===== config.mk =====
export PLATFORM = sky130hd
export DESIGN_NAME = systolic_output_deskew_flat
export DESIGN_NICKNAME = d
export VERILOG_FILES = /design/src/rtl/systolic_output_deskew_if.sv /design/src/rtl/systolic_output_deskew.sv /design/src/flat_wrapper.sv
export SDC_FILE = /design/constraint.sdc
export NUM_CORES = 1
export LEC_CHECK = 0
export ABC_CLOCK_PERIOD_IN_PS = 11000
export CAP_MARGIN = 20
export CORE_AREA = 4 4 352 181
export CTS_CLUSTER_SIZE = 24
export DETAILED_ROUTE_END_ITERATION = 12
export DIE_AREA = 0 0 356 185
export PLACE_DENSITY = 0.82
export SLEW_MARGIN = 25
export SYNTH_ARGS = -nofsm -noshare
export SYNTH_HDL_FRONTEND = slang
export SYNTH_SLANG_ARGS = --single-unit

===== constraint.sdc =====
create_clock -name clk -period 11 [get_ports clk]
set_input_delay 1.65 -clock clk [delete_from_list [all_inputs] [get_ports clk]]
set_output_delay 1.65 -clock clk [all_outputs]
set_load 0.01 [all_outputs]

===== src/rtl/systolic_output_deskew_if.sv =====
// Bus bundle for systolic_output_deskew: staggered row results in,
// aligned and indexed words out, plus FIFO status.
//
// Handshake: res_valid is a one-cycle marker with no back-pressure. The
// array cannot stall, so there is no ready on that side. On the output
// side a word transfers in every cycle where out_valid && out_ready are
// both high. While out_valid is high and out_ready is low, out_valid,
// out_data and out_idx hold steady. out_valid never depends on out_ready.
interface systolic_output_deskew_if #(
  parameter int PARTIAL_SUM_BW = 19,
  parameter int NUM_PE_ROWS    = 8,
  parameter int FIFO_DEPTH     = 4,
  parameter int IDX_BW         = 8
);
  localparam int DW     = NUM_PE_ROWS * PARTIAL_SUM_BW;
  localparam int CNT_BW = $clog2(FIFO_DEPTH) + 1;

  logic              res_valid;
  logic [DW-1:0]     result;
  logic              out_valid;
  logic              out_ready;
  logic [DW-1:0]     out_data;
  logic [IDX_BW-1:0] out_idx;
  logic [CNT_BW-1:0] fifo_count;
  logic              overflow;

  // Producer/consumer side: the array driver and the word consumer.
  modport master (
    output res_valid, result, out_ready,
    input  out_valid, out_data, out_idx, fifo_count, overflow
  );

  // Deskew block side.
  modport slave (
    input  res_valid, result, out_ready,
    output out_valid, out_data, out_idx, fifo_count, overflow
  );
endinterface


===== src/rtl/systolic_output_deskew.sv =====
// Realigns the one-cycle-per-row staggered results of the systolic row
// array into one word per input vector. Aligned words are tagged with a
// sequence index and buffered in a small circular FIFO. The array cannot
// stall, so a word that arrives while the FIFO is full and not popping is
// dropped, and a sticky overflow flag records the loss.
module systolic_output_deskew #(
  parameter int PARTIAL_SUM_BW = 19,
  parameter int NUM_PE_ROWS    = 8,
  parameter int FIFO_DEPTH     = 4,
  parameter int IDX_BW         = 8
) (
  input  logic clk,
  input  logic rstn,
  input  logic clr,
  systolic_output_deskew_if.slave io
);

  localparam int DW     = NUM_PE_ROWS * PARTIAL_SUM_BW;
  localparam int PTR_BW = $clog2(FIFO_DEPTH);
  localparam int CNT_BW = PTR_BW + 1;
  localparam int ENT_BW = IDX_BW + DW;
  localparam int VLD_BW = NUM_PE_ROWS - 1;
  localparam logic [CNT_BW-1:0] DEPTH_CNT = CNT_BW'(FIFO_DEPTH);

  // ------------------------------------------------------------------
  // Align stage
  // ------------------------------------------------------------------
  logic [PARTIAL_SUM_BW-1:0] in_row      [NUM_PE_ROWS];
  logic [PARTIAL_SUM_BW-1:0] aligned_row [NUM_PE_ROWS];
  logic [DW-1:0]             aligned_word;
  logic                      align_valid;

  // Split the packed input bus into per-row slices.
  always_comb begin
    for (int i = 0; i < NUM_PE_ROWS; i++) begin
      in_row[i] = io.result[i*PARTIAL_SUM_BW +: PARTIAL_SUM_BW];
    end
  end

  // Row i arrives i cycles after row 0. It is delayed by the remaining
  // NUM_PE_ROWS-1-i cycles so that all rows line up with the last row,
  // which is used straight from the input. These are pure data flops.
  // They are neither reset nor cleared, because the valid pipe alone
  // decides whether their contents are used.
  for (genvar g = 0; g < NUM_PE_ROWS; g++) begin : g_row
    if (g == NUM_PE_ROWS - 1) begin : g_last
      assign aligned_row[g] = in_row[g];
    end else begin : g_dly
      localparam int D = NUM_PE_ROWS - 1 - g;
      logic [PARTIAL_SUM_BW-1:0] dly_q [D];
      logic [PARTIAL_SUM_BW-1:0] dly_d [D];

      // Shift this row one stage per cycle.
      always_comb begin
        dly_d[0] = in_row[g];
        for (int k = 1; k < D; k++) begin
          dly_d[k] = dly_q[k-1];
        end
      end

      // Delay-line storage for this row.
      always_ff @(posedge clk) begin
        dly_q <= dly_d;
      end

      assign aligned_row[g] = dly_q[D-1];
    end
  end

  // Pack the aligned rows back into the bus layout, bit-exact.
  always_comb begin
    aligned_word = '0;
    for (int i = 0; i < NUM_PE_ROWS; i++) begin
      aligned_word[i*PARTIAL_SUM_BW +: PARTIAL_SUM_BW] = aligned_row[i];
    end
  end

  logic [VLD_BW-1:0] vld_q;
  logic [VLD_BW-1:0] vld_d;

  // Carry the row-0 valid marker alongside the slowest data path. A marker
  // seen during clr is discarded together with everything already in flight.
  always_comb begin
    vld_d[0] = io.res_valid;
    for (int k = 1; k < VLD_BW; k++) begin
      vld_d[k] = vld_q[k-1];
    end
    if (clr) begin
      vld_d = '0;
    end
  end

  // Valid shift register.
  always_ff @(posedge clk or negedge rstn) begin
    if (!rstn) begin
      vld_q <= '0;
    end else begin
      vld_q <= vld_d;
    end
  end

  assign align_valid = vld_q[VLD_BW-1];

  // ------------------------------------------------------------------
  // Output FIFO
  // ------------------------------------------------------------------
  logic [ENT_BW-1:0] mem_q [FIFO_DEPTH];
  logic [ENT_BW-1:0] mem_d [FIFO_DEPTH];
  logic [PTR_BW-1:0] wr_ptr_q, wr_ptr_d;
  logic [PTR_BW-1:0] rd_ptr_q, rd_ptr_d;
  logic [CNT_BW-1:0] count_q, count_d;
  logic [IDX_BW-1:0] idx_q, idx_d;
  logic              ovf_q, ovf_d;

  logic fifo_full;
  logic fifo_nonempty;
  logic do_pop;
  logic do_push;
  logic do_drop;

  // Push/pop decisions. A pop frees the slot the push needs in the same
  // cycle, so a full FIFO still accepts when the head is taken. clr
  // overrides both.
  always_comb begin
    fifo_full     = (count_q == DEPTH_CNT);
    fifo_nonempty = (count_q != '0);
    do_pop        = fifo_nonempty && io.out_ready && !clr;
    do_push       = align_valid && (!fifo_full || do_pop) && !clr;
    do_drop       = align_valid && fifo_full && !do_pop && !clr;
  end

  // Next-state for pointers, occupancy, sequence index and overflow flag.
  always_comb begin
    wr_ptr_d = wr_ptr_q;
    rd_ptr_d = rd_ptr_q;
    count_d  = count_q;
    idx_d    = idx_q;
    ovf_d    = ovf_q | do_drop;
    if (clr) begin
      wr_ptr_d = '0;
      rd_ptr_d = '0;
      count_d  = '0;
      idx_d    = '0;
      ovf_d    = 1'b0;
    end else begin
      if (do_push) begin
        wr_ptr_d = wr_ptr_q + PTR_BW'(1);
        idx_d    = idx_q + IDX_BW'(1);
      end
      if (do_pop) begin
        rd_ptr_d = rd_ptr_q + PTR_BW'(1);
      end
      case ({do_push, do_pop})
        2'b10:   count_d = count_q + CNT_BW'(1);
        2'b01:   count_d = count_q - CNT_BW'(1);
        default: count_d = count_q;
      endcase
    end
  end

  // Control state of the FIFO.
  always_ff @(posedge clk or negedge rstn) begin
    if (!rstn) begin
      wr_ptr_q <= '0;
      rd_ptr_q <= '0;
      count_q  <= '0;
      idx_q    <= '0;
      ovf_q    <= 1'b0;
    end else begin
      wr_ptr_q <= wr_ptr_d;
      rd_ptr_q <= rd_ptr_d;
      count_q  <= count_d;
      idx_q    <= idx_d;
      ovf_q    <= ovf_d;
    end
  end

  // Write the aligned word and its index into the tail slot.
  always_comb begin
    mem_d = mem_q;
    if (do_push) begin
      mem_d[wr_ptr_q] = {idx_q, aligned_word};
    end
  end

  // Entry storage. It holds data only, so it is neither reset nor cleared.
  always_ff @(posedge clk) begin
    mem_q <= mem_d;
  end

  // The head entry drives the outputs directly. It is masked to zero when
  // the FIFO is empty, so stale storage never shows on the bus.
  always_comb begin
    io.out_valid  = fifo_nonempty;
    io.out_data   = '0;
    io.out_idx    = '0;
    if (fifo_nonempty) begin
      io.out_data = mem_q[rd_ptr_q][DW-1:0];
      io.out_idx  = mem_q[rd_ptr_q][ENT_BW-1:DW];
    end
    io.fifo_count = count_q;
    io.overflow   = ovf_q;
  end

endmodule

===== src/flat_wrapper.sv =====
// flat-port wrapper written by rule: the top's interface ports become plain ports
module systolic_output_deskew_flat 
#(
  parameter int PARTIAL_SUM_BW = 19,
  parameter int NUM_PE_ROWS    = 8,
  parameter int FIFO_DEPTH     = 4,
  parameter int IDX_BW         = 8
)
  (clk, rstn, clr, io_res_valid, io_result, io_out_ready, io_out_valid, io_out_data, io_out_idx, io_fifo_count, io_overflow);
  systolic_output_deskew_if #(.PARTIAL_SUM_BW(PARTIAL_SUM_BW), .NUM_PE_ROWS(NUM_PE_ROWS), .FIFO_DEPTH(FIFO_DEPTH), .IDX_BW(IDX_BW)) io_i ();
  input  logic clk;
  input  logic rstn;
  input  logic clr;
  input wire logic [$bits(io_i.res_valid)-1:0] io_res_valid;
  input wire logic [$bits(io_i.result)-1:0] io_result;
  input wire logic [$bits(io_i.out_ready)-1:0] io_out_ready;
  output wire logic [$bits(io_i.out_valid)-1:0] io_out_valid;
  output wire logic [$bits(io_i.out_data)-1:0] io_out_data;
  output wire logic [$bits(io_i.out_idx)-1:0] io_out_idx;
  output wire logic [$bits(io_i.fifo_count)-1:0] io_fifo_count;
  output wire logic [$bits(io_i.overflow)-1:0] io_overflow;
  assign io_i.res_valid = io_res_valid;
  assign io_i.result = io_result;
  assign io_i.out_ready = io_out_ready;
  assign io_out_valid = io_i.out_valid;
  assign io_out_data = io_i.out_data;
  assign io_out_idx = io_i.out_idx;
  assign io_fifo_count = io_i.fifo_count;
  assign io_overflow = io_i.overflow;
  systolic_output_deskew #(.PARTIAL_SUM_BW(PARTIAL_SUM_BW), .NUM_PE_ROWS(NUM_PE_ROWS), .FIFO_DEPTH(FIFO_DEPTH), .IDX_BW(IDX_BW)) u_core (.clk(clk), .rstn(rstn), .clr(clr), .io(io_i));
endmodule

==> summary.md <==
| Metric | Value |
|---|---|
| Run status | `completed` |
| Synth-to-layout area growth | `20.89%` |
| Via count | `15588` |
| Post-CTS sizing | `0` |
| Syn Inst Count | `1671` |
| Core area | `60540 sq um` |
| Root Buffer | `clkbuf_16` |
| R2R cell count | `8` |
| Routed vias/inst | `5.288` |
| Placed cell area | `40060 sq um` |
| Die Ht | `185 um` |
| Sequential area share after synthesis | `84.68%` |
| Pre-antenna DRT Iters | `5` |
| Fmax | `0.1839 GHz` |
| H-Tree Level Count | `3` |
| Final setup TNS | `0 ps` |
| Setup ws final | `5563 ps` |
| # DRC | `0` |
| Slew Viols, Final | `0` |
| Nets | `2205` |
| Worst Tran Pin Value | `925.5 ps` |
| Clock transition at the registers of the reported paths | `70 ps` |
| Num ports | `322` |
| Syn Area/Cell | `21.52 sq um` |
| Clock sink count | `1195` |
| Min cycle time layout | `5437 ps` |
| Port buffer count | `321` |
| Ordered cell list for the critical path | `buf_4, mux4_2, and2_1, clkdlybuf4s50_1` |
| Number of synthesized flops with an enable pin | `640` |
| # hold bufs at CTS | `0` |
| Place WS | `6047 ps` |
| Worst r2r src | `u_core.io.fifo_count[0]` |
| Worst setup path end | `io_out_data[56]` |
| Min-delay worst type | `flip-flop to flip-flop` |
| CP delay by family, top | `buffers and inverters` |
| Critical path type | `flip-flop to output pin` |
| Setup crit end kind | `output pin` |
| CTS tree | `yes` |
| Worst Path Required | `9350 ps` |
| Die Wd | `356 um` |
| #FFs+latches synth | `1195` |
| Row cnt | `64` |
| Remaining antenna violation count | `0` |
| Final Cell Area | `43460 sq um` |
| Startpoint Class | `flip-flop` |
| Reg2reg setup slack | `7290 ps` |
| FF-to-FF End | `u_core.io.fifo_count[1]` |
| Commonest register cell after synthesis | `edfxtp_1` |
| Die ar. | `65860 sq um` |
| Largest net degree at the start of global routing | `86` |
| First-pass GRT wire length | `98.04 mm` |
| Final Hold Viols | `0` |
| Largest fanout on the critical path | `60` |
| Worst-Skew Late Latency | `640 ps` |
| Peak supply drop | `0.1625 mV` |
| Longest Clk Path Bufs | `3` |
| Buf+Inv Stages, Crit Path | `2` |
| Relative slew slack | `38.30%` |
| Fill cell count | `3436` |
| Hold Path Stages | `0` |
| Period utilisation layout | `49.43%` |
| Initial DRC Count | `1099` |
| Final setup fails | `0` |
| Initial core utilization | `59.39%` |
| Net Count, Synth | `1834` |
| Worst hold slack | `313.2 ps` |
| Final Util | `71.79%` |
| Lkg Pwr | `15.03 nW` |
| Post-DP HPWL | `36.61 mm` |
| Ys Warns | `0` |
| Vias in the first global route | `16510` |
| Critical path arrival | `3790 ps` |
| Slowest CP cell | `dfrtp_4` |
| Post-CTS Setup Inserts | `0` |
| Routed wire per std cell | `21.77 um` |
| Initial antenna violation count | `1` |
| Ys async rst share | `1.925%` |
| RSZ-0062 raised after global routing | `no` |
| Post-Syn Area | `35950 sq um` |
| Ant diodes | `0` |
| Levels on crit path | `4` |
| CP startpoint | `u_core.rd_ptr_q[1]` |
| Final wirelength | `64.17 mm` |
| Unique masters post-synth | `41` |
| Final GP Congestion | `0.7348` |
| Gr ovfl total | `0` |
| Critical path's largest stage delay | `960 ps` |
| Share of cells above drive strength 1 | `16.39%` |
| Total track usage | `19.64%` |
| Layout Skew | `30.75 ps` |
| Max Cap Violations | `0` |
| PD cells | `201.6 nW/um^2` |
| Num CTS Buffers | `93` |
==> cell usage in the layout (no fill, tap or decap), drive strengths merged, types with 2 or more instances in the layout <==
master	count
a211oi	2
a21oi	8
and2	164
buf	16
bufinv	10
clkbuf	128
clkdlybuf4s50	320
clkinv	23
clkinvlp	4
dfrtp	23
dfxtp	532
edfxtp	640
ha	5
inv	16
mux2i	2
mux4	160
nand2	4
nand2b	4
nand3	5
nand4	4
nor2	14
nor2b	10
o21ai	3
o31ai	2
or3	2
xnor2	5
xor2	3
==> flip-flops by register name, summed over array words and instances (netlist names) <==
register / count
u_core.mem_q: 640
u_core.g_row.g_dly.dly_d: 399
u_core.aligned_row: 114
u_core.g_row.g_dly.dly_q: 19
u_core.idx_q: 8
u_core.vld_q: 7
u_core.io.fifo_count: 3
u_core.rd_ptr_q: 2
u_core.wr_ptr_q: 2
u_core.io.overflow: 1
==> cells in the mapped netlist (all sizes together) (4+ instances only) <==
cell	n	share of area [%]
nand3	5	0.070
nand4	4	0.070
xnor2	5	0.12
inv	5	0.052
dfrtp	23	1.6
nand2b	4	0.090
a21oi	8	0.11
nand2	4	0.042
ha	5	0.17
nor2b	10	0.17
buf	32	0.47
dfxtp	532	30
mux4	160	10
clkbuf	28	0.29
and2	164	2.9
nor2	14	0.15
edfxtp	640	53
==> metal layers <==
| metal | global-route usage (%) | wire, um |
|---|---|---|
| met2 | 33.52 | 32850 |
| met1 | 26.75 | 26740 |
| met5 | 0 | 0 |
| met4 | 4.037 | 920 |
| met3 | 4.172 | 3649 |
==> how the worst min path moves through the flow <==
stage,to,slack [ps],startpoint
after floorplan,u_core.aligned_row[100],310,u_core.g_row[2].g_dly.dly_d[5]
final,u_core.g_row[2].g_dly.dly_d[0],310,u_core.g_row[2].g_dly.dly_d[19]
after detailed placement,u_core.g_row[0].g_dly.dly_d[76],310,u_core.g_row[0].g_dly.dly_d[95]
after CTS,u_core.g_row[2].g_dly.dly_d[0],320,u_core.g_row[2].g_dly.dly_d[19]
after global placement,u_core.aligned_row[109],310,u_core.g_row[2].g_dly.dly_d[14]
after global routing,u_core.g_row[2].g_dly.dly_d[0],330,u_core.g_row[2].g_dly.dly_d[19]
==> final cells by class <==
type,instances,area (sq um),share of cell area [%]
Clock buffer,128,2809,6.463
Clock inverter,48,588.1,1.353
Sequential cell,1195,30450,70.06
Multi-Input combinational cell,411,5231,12.04
Timing Repair Buffer,336,3332,7.666
Tap cell,825,1032,2.375
Inverter,5,18.77,0.04318
==> cell families after synthesis <==
group / count (synthesis) / synth area share (%)
simple gates: 213 / 3.609
flops: 1195 / 84.68
mux: 162 / 10.08
xor+xnor: 8 / 0.1949
fa+ha+maj: 6 / 0.2297
compound gates: 22 / 0.3968
buf+inv: 65 / 0.8109
==> metrics by stage <==
stage,std cells,total power [mW]
global route,2948,9.062
CTS,2948,8.836
detailed placement,2772,5.274
global placement,2772,5.260
floorplan,1671,5.074
finish,2948,8.761
==> power by group <==
part	total (mW)	internal [mW]	switching [mW]	leakage (nW)
logic	0.325	0.191	0.133	2.78
registers	4.85	4.79	0.0522	10.6
clock network	3.59	2.05	1.54	1.67
Note: power is estimated with default switching activity, not from simulation.
